[config.mk]
export PLATFORM = sky130hd
export DESIGN_NAME = mem_stage_lsu
export DESIGN_NICKNAME = d
export VERILOG_FILES = /design/src/rtl/riscv_pkg.sv /design/src/rtl/lsu_load_align.sv /design/src/rtl/mem_stage_lsu.sv
export SDC_FILE = /design/constraint.sdc
export NUM_CORES = 1
export LEC_CHECK = 0
export ABC_AREA = 1
export CORE_UTILIZATION = 48
export DETAILED_ROUTE_END_ITERATION = 8
export HOLD_SLACK_MARGIN = 0.08
export PLACE_DENSITY = 0.84
export SYNTH_ARGS = -nofsm -noshare
export SYNTH_HDL_FRONTEND = slang
export SYNTH_SLANG_ARGS = --single-unit
[constraint.sdc]
create_clock -name clk -period 11.9 [get_ports clk]
set_input_delay 2.975 -clock clk [delete_from_list [all_inputs] [get_ports clk]]
set_output_delay 2.975 -clock clk [all_outputs]
set_load 0.005 [all_outputs]
[src/rtl/riscv_pkg.sv]
// Shared RV32 definitions for the MEM-stage load/store unit: funct3 codes,
// LSU state encoding and the alignment rule.
package riscv_pkg;

  localparam logic [2:0] F3_LB  = 3'b000;
  localparam logic [2:0] F3_LH  = 3'b001;
  localparam logic [2:0] F3_LW  = 3'b010;
  localparam logic [2:0] F3_LBU = 3'b100;
  localparam logic [2:0] F3_LHU = 3'b101;
  localparam logic [2:0] F3_SB  = 3'b000;
  localparam logic [2:0] F3_SH  = 3'b001;
  localparam logic [2:0] F3_SW  = 3'b010;

  typedef enum logic [1:0] {IDLE, BUS, DONE} lsu_state_t;

  // funct3[1:0] encodes the access size for both loads and stores
  function automatic logic is_misaligned(input logic [2:0] funct3,
                                         input logic [1:0] addr_lo);
    logic bad;
    bad = 1'b0;
    case (funct3[1:0])
      2'b01:   bad = addr_lo[0];
      2'b10:   bad = (addr_lo != 2'b00);
      default: bad = 1'b0;
    endcase
    return bad;
  endfunction

endpackage

[src/rtl/lsu_load_align.sv]
// Combinational load aligner: picks the addressed byte/half lane out of the
// bus word and sign- or zero-extends it according to funct3.
module lsu_load_align
  import riscv_pkg::*;
(
  input  logic [31:0] rdata,
  input  logic [1:0]  addr_lo,
  input  logic [2:0]  funct3,
  output logic [31:0] load_word
);

  logic [31:0] shifted;

  always_comb begin
    shifted   = rdata >> {addr_lo, 3'b000};
    load_word = rdata;
    case (funct3)
      F3_LB:   load_word = {{24{shifted[7]}}, shifted[7:0]};
      F3_LH:   load_word = {{16{shifted[15]}}, shifted[15:0]};
      F3_LBU:  load_word = {24'h000000, shifted[7:0]};
      F3_LHU:  load_word = {16'h0000, shifted[15:0]};
      default: load_word = rdata;
    endcase
  end

endmodule

[src/rtl/mem_stage_lsu.sv]
// MEM-stage load/store unit: runs one Wishbone B4 classic cycle per EX/MEM
// memory request. Optional ack timeout is enabled with `define LSU_TIMEOUT_EN.
module mem_stage_lsu
  import riscv_pkg::*;
#(
  parameter int ADDR_WIDTH     = 32,
  parameter int DATA_WIDTH     = 32,
  parameter int TIMEOUT_CYCLES = 255
) (
  input  logic                  clk,
  input  logic                  reset,
  input  logic                  flush,
  input  logic                  mem_read,
  input  logic                  mem_write,
  input  logic [2:0]            funct3,
  input  logic [ADDR_WIDTH-1:0] addr,
  input  logic [DATA_WIDTH-1:0] store_data,
  output logic [DATA_WIDTH-1:0] load_data,
  output logic                  stall_req,
  output logic                  misalign,
  output logic                  bus_err,
  output logic                  wb_cyc_o,
  output logic                  wb_stb_o,
  output logic                  wb_we_o,
  output logic [ADDR_WIDTH-1:0] wb_adr_o,
  output logic [DATA_WIDTH-1:0] wb_dat_o,
  output logic [3:0]            wb_sel_o,
  input  logic [DATA_WIDTH-1:0] wb_dat_i,
  input  logic                  wb_ack_i,
  input  logic                  wb_err_i
);

  lsu_state_t state, state_next;

  logic                  req, bad_align, issue, timeout, bus_done, kill, ack_ok;
  logic                  flushed_q, req_read;
  logic [1:0]            req_lo;
  logic [2:0]            req_f3;
  logic [3:0]            sel_calc;
  logic [DATA_WIDTH-1:0] dat_calc, aligned_word;

  assign req       = (mem_read | mem_write) & ~flush;
  assign bad_align = is_misaligned(funct3, addr[1:0]);
  assign issue     = (state == IDLE) && req && !bad_align;
  assign bus_done  = wb_ack_i | wb_err_i | timeout;
  assign kill      = flushed_q | flush;
  assign ack_ok    = wb_ack_i & ~wb_err_i & ~timeout;
  assign stall_req = issue || (state == BUS);

  always_comb begin
    sel_calc = 4'hF;
    dat_calc = store_data;
    case (funct3[1:0])
      2'b00: begin
        sel_calc = 4'b0001 << addr[1:0];
        dat_calc = {4{store_data[7:0]}};
      end
      2'b01: begin
        sel_calc = 4'b0011 << addr[1:0];
        dat_calc = {2{store_data[15:0]}};
      end
      default: ;
    endcase
  end

  lsu_load_align u_align (
    .rdata     (wb_dat_i),
    .addr_lo   (req_lo),
    .funct3    (req_f3),
    .load_word (aligned_word)
  );

`ifdef LSU_TIMEOUT_EN
  logic [7:0] tmo_count;

  always_ff @(posedge clk or posedge reset) begin
    if (reset)               tmo_count <= 8'd0;
    else if (issue)          tmo_count <= 8'd0;
    else if (state == BUS)   tmo_count <= tmo_count + 8'd1;
  end

  // fires on the TIMEOUT_CYCLES-th BUS cycle; a real ack in that cycle wins
  assign timeout = (state == BUS) && !wb_ack_i && !wb_err_i &&
                   (tmo_count == 8'(TIMEOUT_CYCLES - 1));
`else
  assign timeout = 1'b0;
`endif

  always_ff @(posedge clk or posedge reset) begin
    if (reset) state <= IDLE;
    else       state <= state_next;
  end

  always_comb begin
    state_next = state;
    case (state)
      IDLE:    if (issue) state_next = BUS;
      BUS:     if (bus_done) state_next = kill ? IDLE : DONE;
      DONE:    state_next = IDLE;
      default: state_next = IDLE;
    endcase
  end

  // A flushed cycle still runs to completion on the bus, but its result and
  // any error are dropped.
  always_ff @(posedge clk or posedge reset) begin
    if (reset) begin
      wb_cyc_o  <= 1'b0;
      wb_stb_o  <= 1'b0;
      wb_we_o   <= 1'b0;
      wb_adr_o  <= '0;
      wb_dat_o  <= '0;
      wb_sel_o  <= 4'h0;
      load_data <= '0;
      misalign  <= 1'b0;
      bus_err   <= 1'b0;
      flushed_q <= 1'b0;
      req_read  <= 1'b0;
      req_lo    <= 2'b00;
      req_f3    <= 3'b000;
    end else begin
      misalign <= (state == IDLE) && req && bad_align;
      bus_err  <= 1'b0;
      case (state)
        IDLE: if (issue) begin
          wb_cyc_o  <= 1'b1;
          wb_stb_o  <= 1'b1;
          wb_we_o   <= mem_write;
          wb_adr_o  <= {addr[ADDR_WIDTH-1:2], 2'b00};
          wb_sel_o  <= sel_calc;
          wb_dat_o  <= mem_write ? dat_calc : '0;
          req_read  <= ~mem_write;
          req_lo    <= addr[1:0];
          req_f3    <= funct3;
          flushed_q <= 1'b0;
        end
        BUS: if (bus_done) begin
          wb_cyc_o <= 1'b0;
          wb_stb_o <= 1'b0;
          wb_we_o  <= 1'b0;
          if (!kill) begin
            load_data <= (ack_ok && req_read) ? aligned_word : '0;
            bus_err   <= ~ack_ok;
          end
        end else begin
          flushed_q <= kill;
        end
        default: ;
      endcase
    end
  end

endmodule

; Yosys cells after proc, flatten, opt, wreduce, memory -nomap -nowiden
; Index checks and enable logic that the tools add are counted.
[op_classes]
eq_ne = 9
shifts = 3
mux = 21
bitwise_logic = 10
n_reduce_logical = 16
[op_table]
columns = operator, count
row1 = 32-bit case mux with 4 select lines, 1
row2 = 32-bit 2-to-1 mux, 2
row3 = 32-bit case mux with 2 select lines, 1
row4 = 32-bit by 5-bit right shift with 16-bit output, 1
row5 = 3-bit AND reduction, 3
row6 = 1-bit 2-to-1 mux, 8
row7 = 1-bit case mux with 2 select lines, 4
row8 = 4-bit case mux with 2 select lines, 1
row9 = 3-bit equality test (second input constant), 2
row10 = 2-bit 2-to-1 mux, 3
row11 = 2-bit != test (second input constant), 3
row12 = 1-bit inverter, 5
row13 = 2-bit by 1-bit equality test with 1-bit output (second input constant), 2
row14 = 1-bit logical AND, 4
row15 = 2-bit logical NOT, 2
row16 = 2-bit case mux with 2 select lines, 1
row17 = 2-bit AND reduction, 2
row18 = 2-bit nonzero test, 2
row19 = 1-bit by 2-bit left shift with 4-bit output (first input constant), 1
row20 = 2-bit by 2-bit left shift with 4-bit output (first input constant), 1
row21 = 3-bit by 1-bit equality test with 1-bit output (second input constant), 1
row22 = 3-bit logical NOT, 1
row23 = 1-bit OR, 3
row24 = 1-bit bitwise AND, 2
row25 = 3 further kinds, 3
[totals]
reg_bits = 111
inputBits = 106
out_inout_bits = 106
word_cells = 72

; Longest topological paths before layout
; Gate-level depths: netlist of run 1.
[logic_depth]
depth_word = 6
mapped_depth = 11
mapped_depth_nobuf = 11

; Modules after synthesis
; Synthesis of run 1 repeated with hierarchy kept, for this count alone.
[unflattened]
cells_unflattened = 802
hier_area_um2 = 5969.5
[by_module_without_submodules]
columns = mod, instances, cells_each, area_each_um2, seq_area_each_um2
row1 = mem_stage_lsu, 1, 592, 4952.2, 2777.7
row2 = lsu_load_align, 1, 210, 1017.2, 0.0

; Least setup slack after synthesis of run 1
; Ideal clock, no wire load.
[synth_path]
path_kind = input to output
from = input port funct3[0]
to = output port stall_req
arrival_ns = 3.880
required_ns = 8.925
slack_ns = 5.045
path_stages = 7
n_path_buf = 2
cell_sequence = inv_1 ha_1 nand3_1 nand2_2 buf_4 buf_4 nand2_1
[synth_via]
elab_chain_cells = 5
word_cells_on_any_way = 6
classes_between = eq/ne (2) / mux (1) / reduce/logical (3)
[synth_rtl]
columns = item, line_no
row1 = from (decl), mem_stage_lsu.sv:15  ; input logic [2:0] funct3,
row2 = 2-bit equality test or 2-bit by 1-bit equality test with 1-bit output (tied branches), riscv_pkg.sv:21  ; case (funct3[1:0])
row3 = 1-bit case mux with 2 select lines (*), riscv_pkg.sv:21
row4 = 1-bit logical NOT (*), mem_stage_lsu.sv:44  ; assign issue = (state == IDLE) && req && !bad_align;
row5 = 1-bit logical AND (*), mem_stage_lsu.sv:44
row6 = 1-bit logical OR (*), mem_stage_lsu.sv:48  ; assign stall_req = issue || (state == BUS);
row7 = to (decl), mem_stage_lsu.sv:19  ; output logic stall_req,
; Every way passes the cells marked *; elsewhere a longest branch is shown, timed or not.

; Worst setup path after layout of run 1
[layout_path]
from = input port funct3[1]
to = output port stall_req
; The elaborated chain is that of the path after synthesis.

==> flow_metrics.tcl, run 1 <==
set metrics [dict create \
    synthSimpleGateAreaFrac_pct 29.31 \
    slew_violations 0 \
    cts_setup_buffers 0 \
    portBuffers 209 \
    start_util_pct 49.61 \
    drc_errors 0 \
    cp-start-kind "input pin" \
    place_ws_ns 4.069 \
    vias 5267 \
    seq_power_share_pct 40.9 \
    cellInternalPower_uw 920.8 \
    ys_ff_latch 111 \
    cts_buffers 9 \
    comb_power_share_pct 34.6 \
    p_per_area_nw_per_um2 175.1 \
    cp.required_ns 8.93 \
    p_sw_uw 441.4 \
    switching_share_pct 32.41 \
    max-vdd-ir-drop_mv 0.09705 \
    wl_per_cell_um 16.59 \
    worstMarginPinSlew_ns 0.8832 \
    holdPathEnd "wb_adr_o[31]" \
    viasPerCell 5.251 \
    crit_arrival_ns 4.88 \
    fin_nets 967 \
    grt_pass1_wl_um 26040 \
    synth-edff-count 0 \
    clkSlewWorstSetupHoldPaths_ns 0.07 \
    rows 38 \
    rsz0062_at_grt "no" \
    dr.pass1.iters 5 \
    dp.cells 987 \
    ff2ff_setup_slack_ns 9.21 \
    ioPinCount 212 \
    r2r-end "wb_dat_o[6]" \
    ys_types 33 \
    drive_gt1_share_pct 4.867 \
    netlist_instances 674 \
    pwr-share-clk_pct 24.5 \
    cts.path.max_buffers 2 \
    cts_root_buf "clkbuf_16" \
    grt_use_met1_pct 35.01 \
    syn2layout_area_growth_pct 43.43 \
    hold_viol_final 0 \
    grtUsageMet2_pct 50.23 \
    finalWirelength_um 16640 \
    criticalPathCategory "in -> out" \
    syn_area_per_cell_sq_um 8.049 \
    die_x_um 108.3 \
    tns_ns 0 \
    cp_max_fo 11 \
    cts_tree "done" \
    skew_ns 0.006377 \
    finalSetupViolCount 0 \
    synth_fa_ha_area_share_pct 0.6919 \
    synth_compound_area_share_pct 9.594 \
    placed_cell_area_sq_um 7450 \
    fin_cells 1003 \
    grt_pass1_vias 5308 \
    cp-end-kind "output pin" \
    grt.overflow.total 0 \
    hold_start "wb_adr_o[31]" \
    synth_xor_area_share_pct 0 \
    async_flop_share_pct 100.0 \
    antenna_found_initial 0 \
    rr_worst_depth 10 \
    grt_max_degree 95 \
    hold_buffers 0 \
    period_share_pct 66.02 \
    cts_resized 0 \
    drv_cap 0 \
    grt_usage_pct 29.18 \
    diodes 0 \
    cts_sinks 111 \
    period_needed_ns 7.857 \
    status "completed" \
    dp_hpwl_um 12110 \
    reg2reg_from "state[1]" \
    die_y_um 108.3 \
    synthMuxAreaShare_pct 1.476 \
    yosys_warnings 0 \
    stdcell_area_sq_um 7781 \
    worstHoldPathType "reg -> reg" \
    place_congestion 0.8673 \
    min_path_cells 2 \
    core_area_sq_um 10940 \
    synth_ff_type "dfrtp_1" \
    clock_latency_ns 0.34 \
    grt_util_met3_pct 9.283 \
    top_usage_layer "met2" \
    die_area_sq_um 11730 \
    synth_top_family_by_area "simple AND/OR/NAND/NOR gates" \
    drtIter0Drc 392 \
    htree_levels 3 \
    ys_seq_area_share_pct 51.20 \
    leakage_uw 0.003754 \
    ant_nets 0 \
    worst_slack_ns 4.043 \
    max_slew_margin_pct 41.12 \
    syn-cell-area_sq_um 5425 \
    fmax_mhz 127.3 \
]
-- cells by family after synthesis --
kind of cell,count (synthesis)
buffers and inverters,78
AOI/OAI and AO/OA,84
muxes,8
other,1
DFF,111
and+or+nand+nor,389
adders and majority gates,3
-- placed cells by master, fill, tap and decap left out, types with 3 or more instances in the layout --
master           instances
o2111ai_1                6
mux2i_1                  8
a21oi_1                 10
o21ai_1                  7
clkbuf_16                9
nor2_1                  29
inv_4                    3
o21ai_0                 30
nand2_1                310
o211ai_1                27
clkdlybuf4s50_1        209
inv_1                   30
inv_2                    6
dfrtp_1                111
nor2_2                   4
ha_1                     3
nor2_4                   3
nand3_1                 31
-- synth_stat cells, types with 2 or more instances --
| library cell | instances | area [sq um] |
|---|---|---|
| o211ai_1 | 27 | 202.7 |
| o31ai_1 | 2 | 15.01 |
| inv_4 | 2 | 12.51 |
| dfrtp_1 | 111 | 2778 |
| nand3_2 | 2 | 20.02 |
| o21ai_1 | 7 | 35.03 |
| nor2_4 | 3 | 33.78 |
| nand3_1 | 31 | 155.2 |
| buf_2 | 13 | 65.06 |
| nand2_2 | 2 | 12.51 |
| o21ai_0 | 30 | 150.1 |
| inv_2 | 6 | 22.52 |
| o2111ai_1 | 6 | 52.55 |
| nor2_1 | 29 | 108.9 |
| nor3_1 | 2 | 10.01 |
| mux2i_1 | 8 | 80.08 |
| nand2_1 | 310 | 1164 |
| nor2_2 | 4 | 25.02 |
| buf_6 | 7 | 78.83 |
| ha_1 | 3 | 37.54 |
| inv_1 | 31 | 116.4 |
| a21oi_1 | 10 | 50.05 |
| buf_4 | 13 | 97.59 |
| clkbuf_1 | 6 | 22.52 |
-- power by group through the flow --
stage               logic (uW)  clock network, uW  registers, uW
floorplan                  219                  0            537
global placement           460                  0            556
detailed placement         470                  0            559
CTS                        474                337            556
global route               518                352            568
finish                     471                333            558
-- flip-flops by register name, indices dropped and copies added (netlist names) --
register and count:
misalign 1, wb_adr_o 30, wb_dat_o 32, wb_we_o 1
wb_sel_o 4, req_read 1, flushed_q 1, req_lo 2
req_f3 3, state 2, load_data 32, wb_stb_o 1
bus_err 1
-- cell type report --
cell class	instances	area, sq um
Timing Repair Buffer	211	2107
Clock buffer	10	239.0
Clock inverter	6	92.59
Fill cell	854	3154
Multi-Input combinational cell	486	2236
Inverter	39	153.9
Tap cell	140	175.2
Sequential cell	111	2778
-- how the worst max path moves through the flow --
stage / start / to / cells past startpoint
global placement: funct3[1] / stall_req / 9
finish: funct3[1] / stall_req / 9
floorplan: funct3[0] / stall_req / 7
CTS: funct3[1] / stall_req / 9
detailed placement: funct3[1] / stall_req / 9
global route: funct3[1] / stall_req / 9
-- per-layer routing --
metal  up-vias  wire, um
met5         -         0
met4         0       256
met3        25      1749
met2       260      8081
met1      2471      6547
li1       2511         -
-- through the flow --
| step | util, % | hold slack, ns | power [uW] |
|---|---|---|---|
| 5_1_grt | 71.16 | 0.5038 | 1438 |
| 2_1_floorplan | - | 0.4654 | 756.4 |
| 3_3_place_gp | 68.12 | 0.4603 | 1016 |
| 3_5_place_dp | 68.12 | 0.4645 | 1030 |
| 4_1_cts | 71.16 | 0.4832 | 1368 |
| 6_report | 71.16 | 0.4813 | 1362 |
-- worst max-delay path, cell delays in order --
cell             delay, ns
clkdlybuf4s50_1       0.43
inv_1                 0.11
ha_1                  0.41
nand2_1               0.13
nand2_1               0.08
nand3_1               0.12
nand2_2               0.11
nand2_1               0.05
clkdlybuf4s50_1       0.45
Note: power is estimated with default switching activity, not from simulation.
==> run 2: changes to the inputs <==
--- a/config.mk
+++ b/config.mk
@@ -6,10 +6,10 @@
 export NUM_CORES = 1
 export LEC_CHECK = 0
 export ABC_AREA = 1
-export CORE_UTILIZATION = 48
+export CORE_UTILIZATION = 40
 export DETAILED_ROUTE_END_ITERATION = 8
 export HOLD_SLACK_MARGIN = 0.08
-export PLACE_DENSITY = 0.84
+export PLACE_DENSITY = 0.74
 export SYNTH_ARGS = -nofsm -noshare
 export SYNTH_HDL_FRONTEND = slang
 export SYNTH_SLANG_ARGS = --single-unit
==> constraint.sdc (replaced) <==
create_clock -name clk -period 6.75 [get_ports clk]
set_input_delay 1.6875 -clock clk [delete_from_list [all_inputs] [get_ports clk]]
set_output_delay 1.6875 -clock clk [all_outputs]
set_load 0.005 [all_outputs]
==> run 2 against run 1 <==
Effect of this change: combinational power grew 73%; sequential power increased by 75%; flip-flop and latch count did not move; utilization decreased by 12 points; critical path depth did not move; cell area down 0.11%; cell count grew 3.6%; register-to-register slack lost 5.1 ns; via count is 3.9% lower; non-clock buffer count unchanged; sequential share of layout area hardly changed; critical endpoint unchanged.
==> flow_metrics.tcl, run 2 (synthesis gave the netlist of run 1 again) <==
set metrics [dict create \
    pwr-share-clk_pct 22.1 \
    cts.path.max_buffers 2 \
    die_y_um 118.5 \
    crit_top_cell "nand2_1" \
    wl_per_cell_um 14.93 \
    layout_common_cells "310 x nand2_1, 209 x clkdlybuf4s50_1, 111 x dfrtp_1" \
    p_sw_uw 748.3 \
    slew_violations 0 \
    cp-end-kind "output pin" \
    drc_errors 0 \
    grt.overflow.total 0 \
    max-vdd-ir-drop_mv 0.1675 \
    crit_end "stall_req" \
    worstMarginPinSlew_ns 0.8797 \
    finalWirelength_um 15510 \
    rsz0062_at_grt "no" \
    rows 42 \
    die_area_sq_um 14030 \
    drtIter0Drc 454 \
    portBuffers 209 \
    switching_share_pct 32.46 \
    hold_viol_final 0 \
    drive_gt1_share_pct 4.519 \
    grt_max_degree 95 \
    diodes 0 \
    max_slew_margin_pct 41.35 \
    cts_buffers 9 \
    comb_power_share_pct 35.4 \
    rr_worst_depth 10 \
    reg2reg_from "state[1]" \
    clock_latency_ns 0.35 \
    skew_ns 0.006144 \
    crit_slowest_cell "clkdlybuf4s50_1" \
    ff2ff_setup_slack_ns 4.13 \
    cts_setup_buffers 0 \
    fin_nets 967 \
    cp_max_fo 11 \
    antenna_found_initial 0 \
    r2r-end "wb_dat_o[3]" \
    finalSetupViolCount 0 \
    dp.cells 1023 \
    leakage_uw 0.003731 \
    vias 5063 \
    grt_pass1_wl_um 25150 \
    crit_start "funct3[1]" \
    ant_nets 0 \
    fin_cells 1039 \
    clkSlewWorstSetupHoldPaths_ns 0.06 \
    final_common_cell "nand2_1" \
    place_congestion 0.8813 \
    status "completed" \
    cp_cell_sequence "clkdlybuf4s50_1 > inv_1 > ha_1 > nand2_1 > nand2_1 > nand3_1 > nand2_2 > nand2_1 > clkdlybuf4s50_1" \
    dr.pass1.iters 5 \
    tns_ns 0 \
    dp_hpwl_um 11090 \
    seq_power_share_pct 42.5 \
    ioPinCount 212 \
    core_area_sq_um 13240 \
    criticalPathCategory "in -> out" \
    grt_usage_pct 22.93 \
    grt_pass1_vias 4838 \
    die_x_um 118.5 \
    cts_root_buf "clkbuf_16" \
    cts_sinks 111 \
    hold_buffers 0 \
    max_stage_delay_ns 0.45 \
    cts_tree "done" \
    cp-start-kind "input pin" \
    period_share_pct 77.39 \
    period_needed_ns 5.224 \
    cellInternalPower_uw 1557 \
    crit_arrival_ns 3.54 \
    syn2layout_area_growth_pct 43.27 \
    fmax_mhz 191.4 \
    reg.largest.list "load_data: 32 flops, wb_dat_o: 32 flops, wb_adr_o: 30 flops" \
    cp.required_ns 5.06 \
    worstHoldPathType "reg -> reg" \
    p_per_area_nw_per_um2 296.6 \
    drv_cap 0 \
    viasPerCell 4.873 \
    start_util_pct 40.97 \
    cts_resized 0 \
    htree_levels 3 \
]
run 2: changes by cell type in the layout (fill, tap and decap cells not counted):
cell and change:
clkbuf_8 +1, clkbuf_1 +3, clkinv_4 -1, inv_8 -1
inv_6 +1, clkinvlp_4 -1, bufinv_16 -2
run 2: cell type report:
class	instances	area, sq um
fill	1215	5470
sequential	111	2778
multi-input combinational	486	2236
timing repair buffer	211	2107
clock buffer	14	264.0
tap	176	220.2
inverter	39	153.9
clock inverter	2	13.76
run 2: worst min-delay path by stage:
stage            startpoint           end  slack [ns]  cells past startpoint
2_1_floorplan       wb_we_o       wb_we_o        0.47                      2
5_1_grt        wb_adr_o[17]  wb_adr_o[17]        0.50                      2
6_report       load_data[6]  load_data[6]        0.48                      2
3_3_place_gp        wb_we_o       wb_we_o        0.46                      2
3_5_place_dp   load_data[5]  load_data[5]        0.47                      2
4_1_cts        wb_adr_o[20]  wb_adr_o[20]        0.48                      2
run 2: power groups by stage:
stage          combinational, uW  sequential (uW)  clock (uW)
2_1_floorplan                387              947           0
3_3_place_gp                 813              985           0
3_5_place_dp                 825              982           0
4_1_cts                      827              977         522
5_1_grt                      903              998         545
6_report                     817              979         510
run 2: through the flow:
stage / util (%) / power [uW] / instance area (sq um) / worst slack (ns) / hold WS (ns)
final: 58.69 / 2305 / 7772 / 1.526 / 0.4796
after detailed placement: 56.59 / 1807 / 7495 / 1.504 / 0.4654
after global placement: 56.59 / 1798 / 7495 / 1.536 / 0.4611
after CTS: 58.69 / 2326 / 7772 / 1.502 / 0.4840
after global routing: 58.69 / 2447 / 7772 / 1.344 / 0.5010
after floorplan: - / 1334 / 5429 / 2.132 / 0.4654
run 2: metal layers:
layer / vias up / routed length, um / global-route usage [%]
li1: 2514 / - / -
met1: 2318 / 6695 / 30.68
met2: 214 / 6955 / 34.41
met3: 17 / 1575 / 7.577
met4: 0 / 287 / 8.861
met5: - / 0 / 0
run 2: worst max-delay path: cells and delay by family:
kind,cells,cell delay (ns)
adder cells (fa/ha/maj),1,0.43
AND/OR/NAND/NOR,5,0.43
buffers and inverters,3,0.98
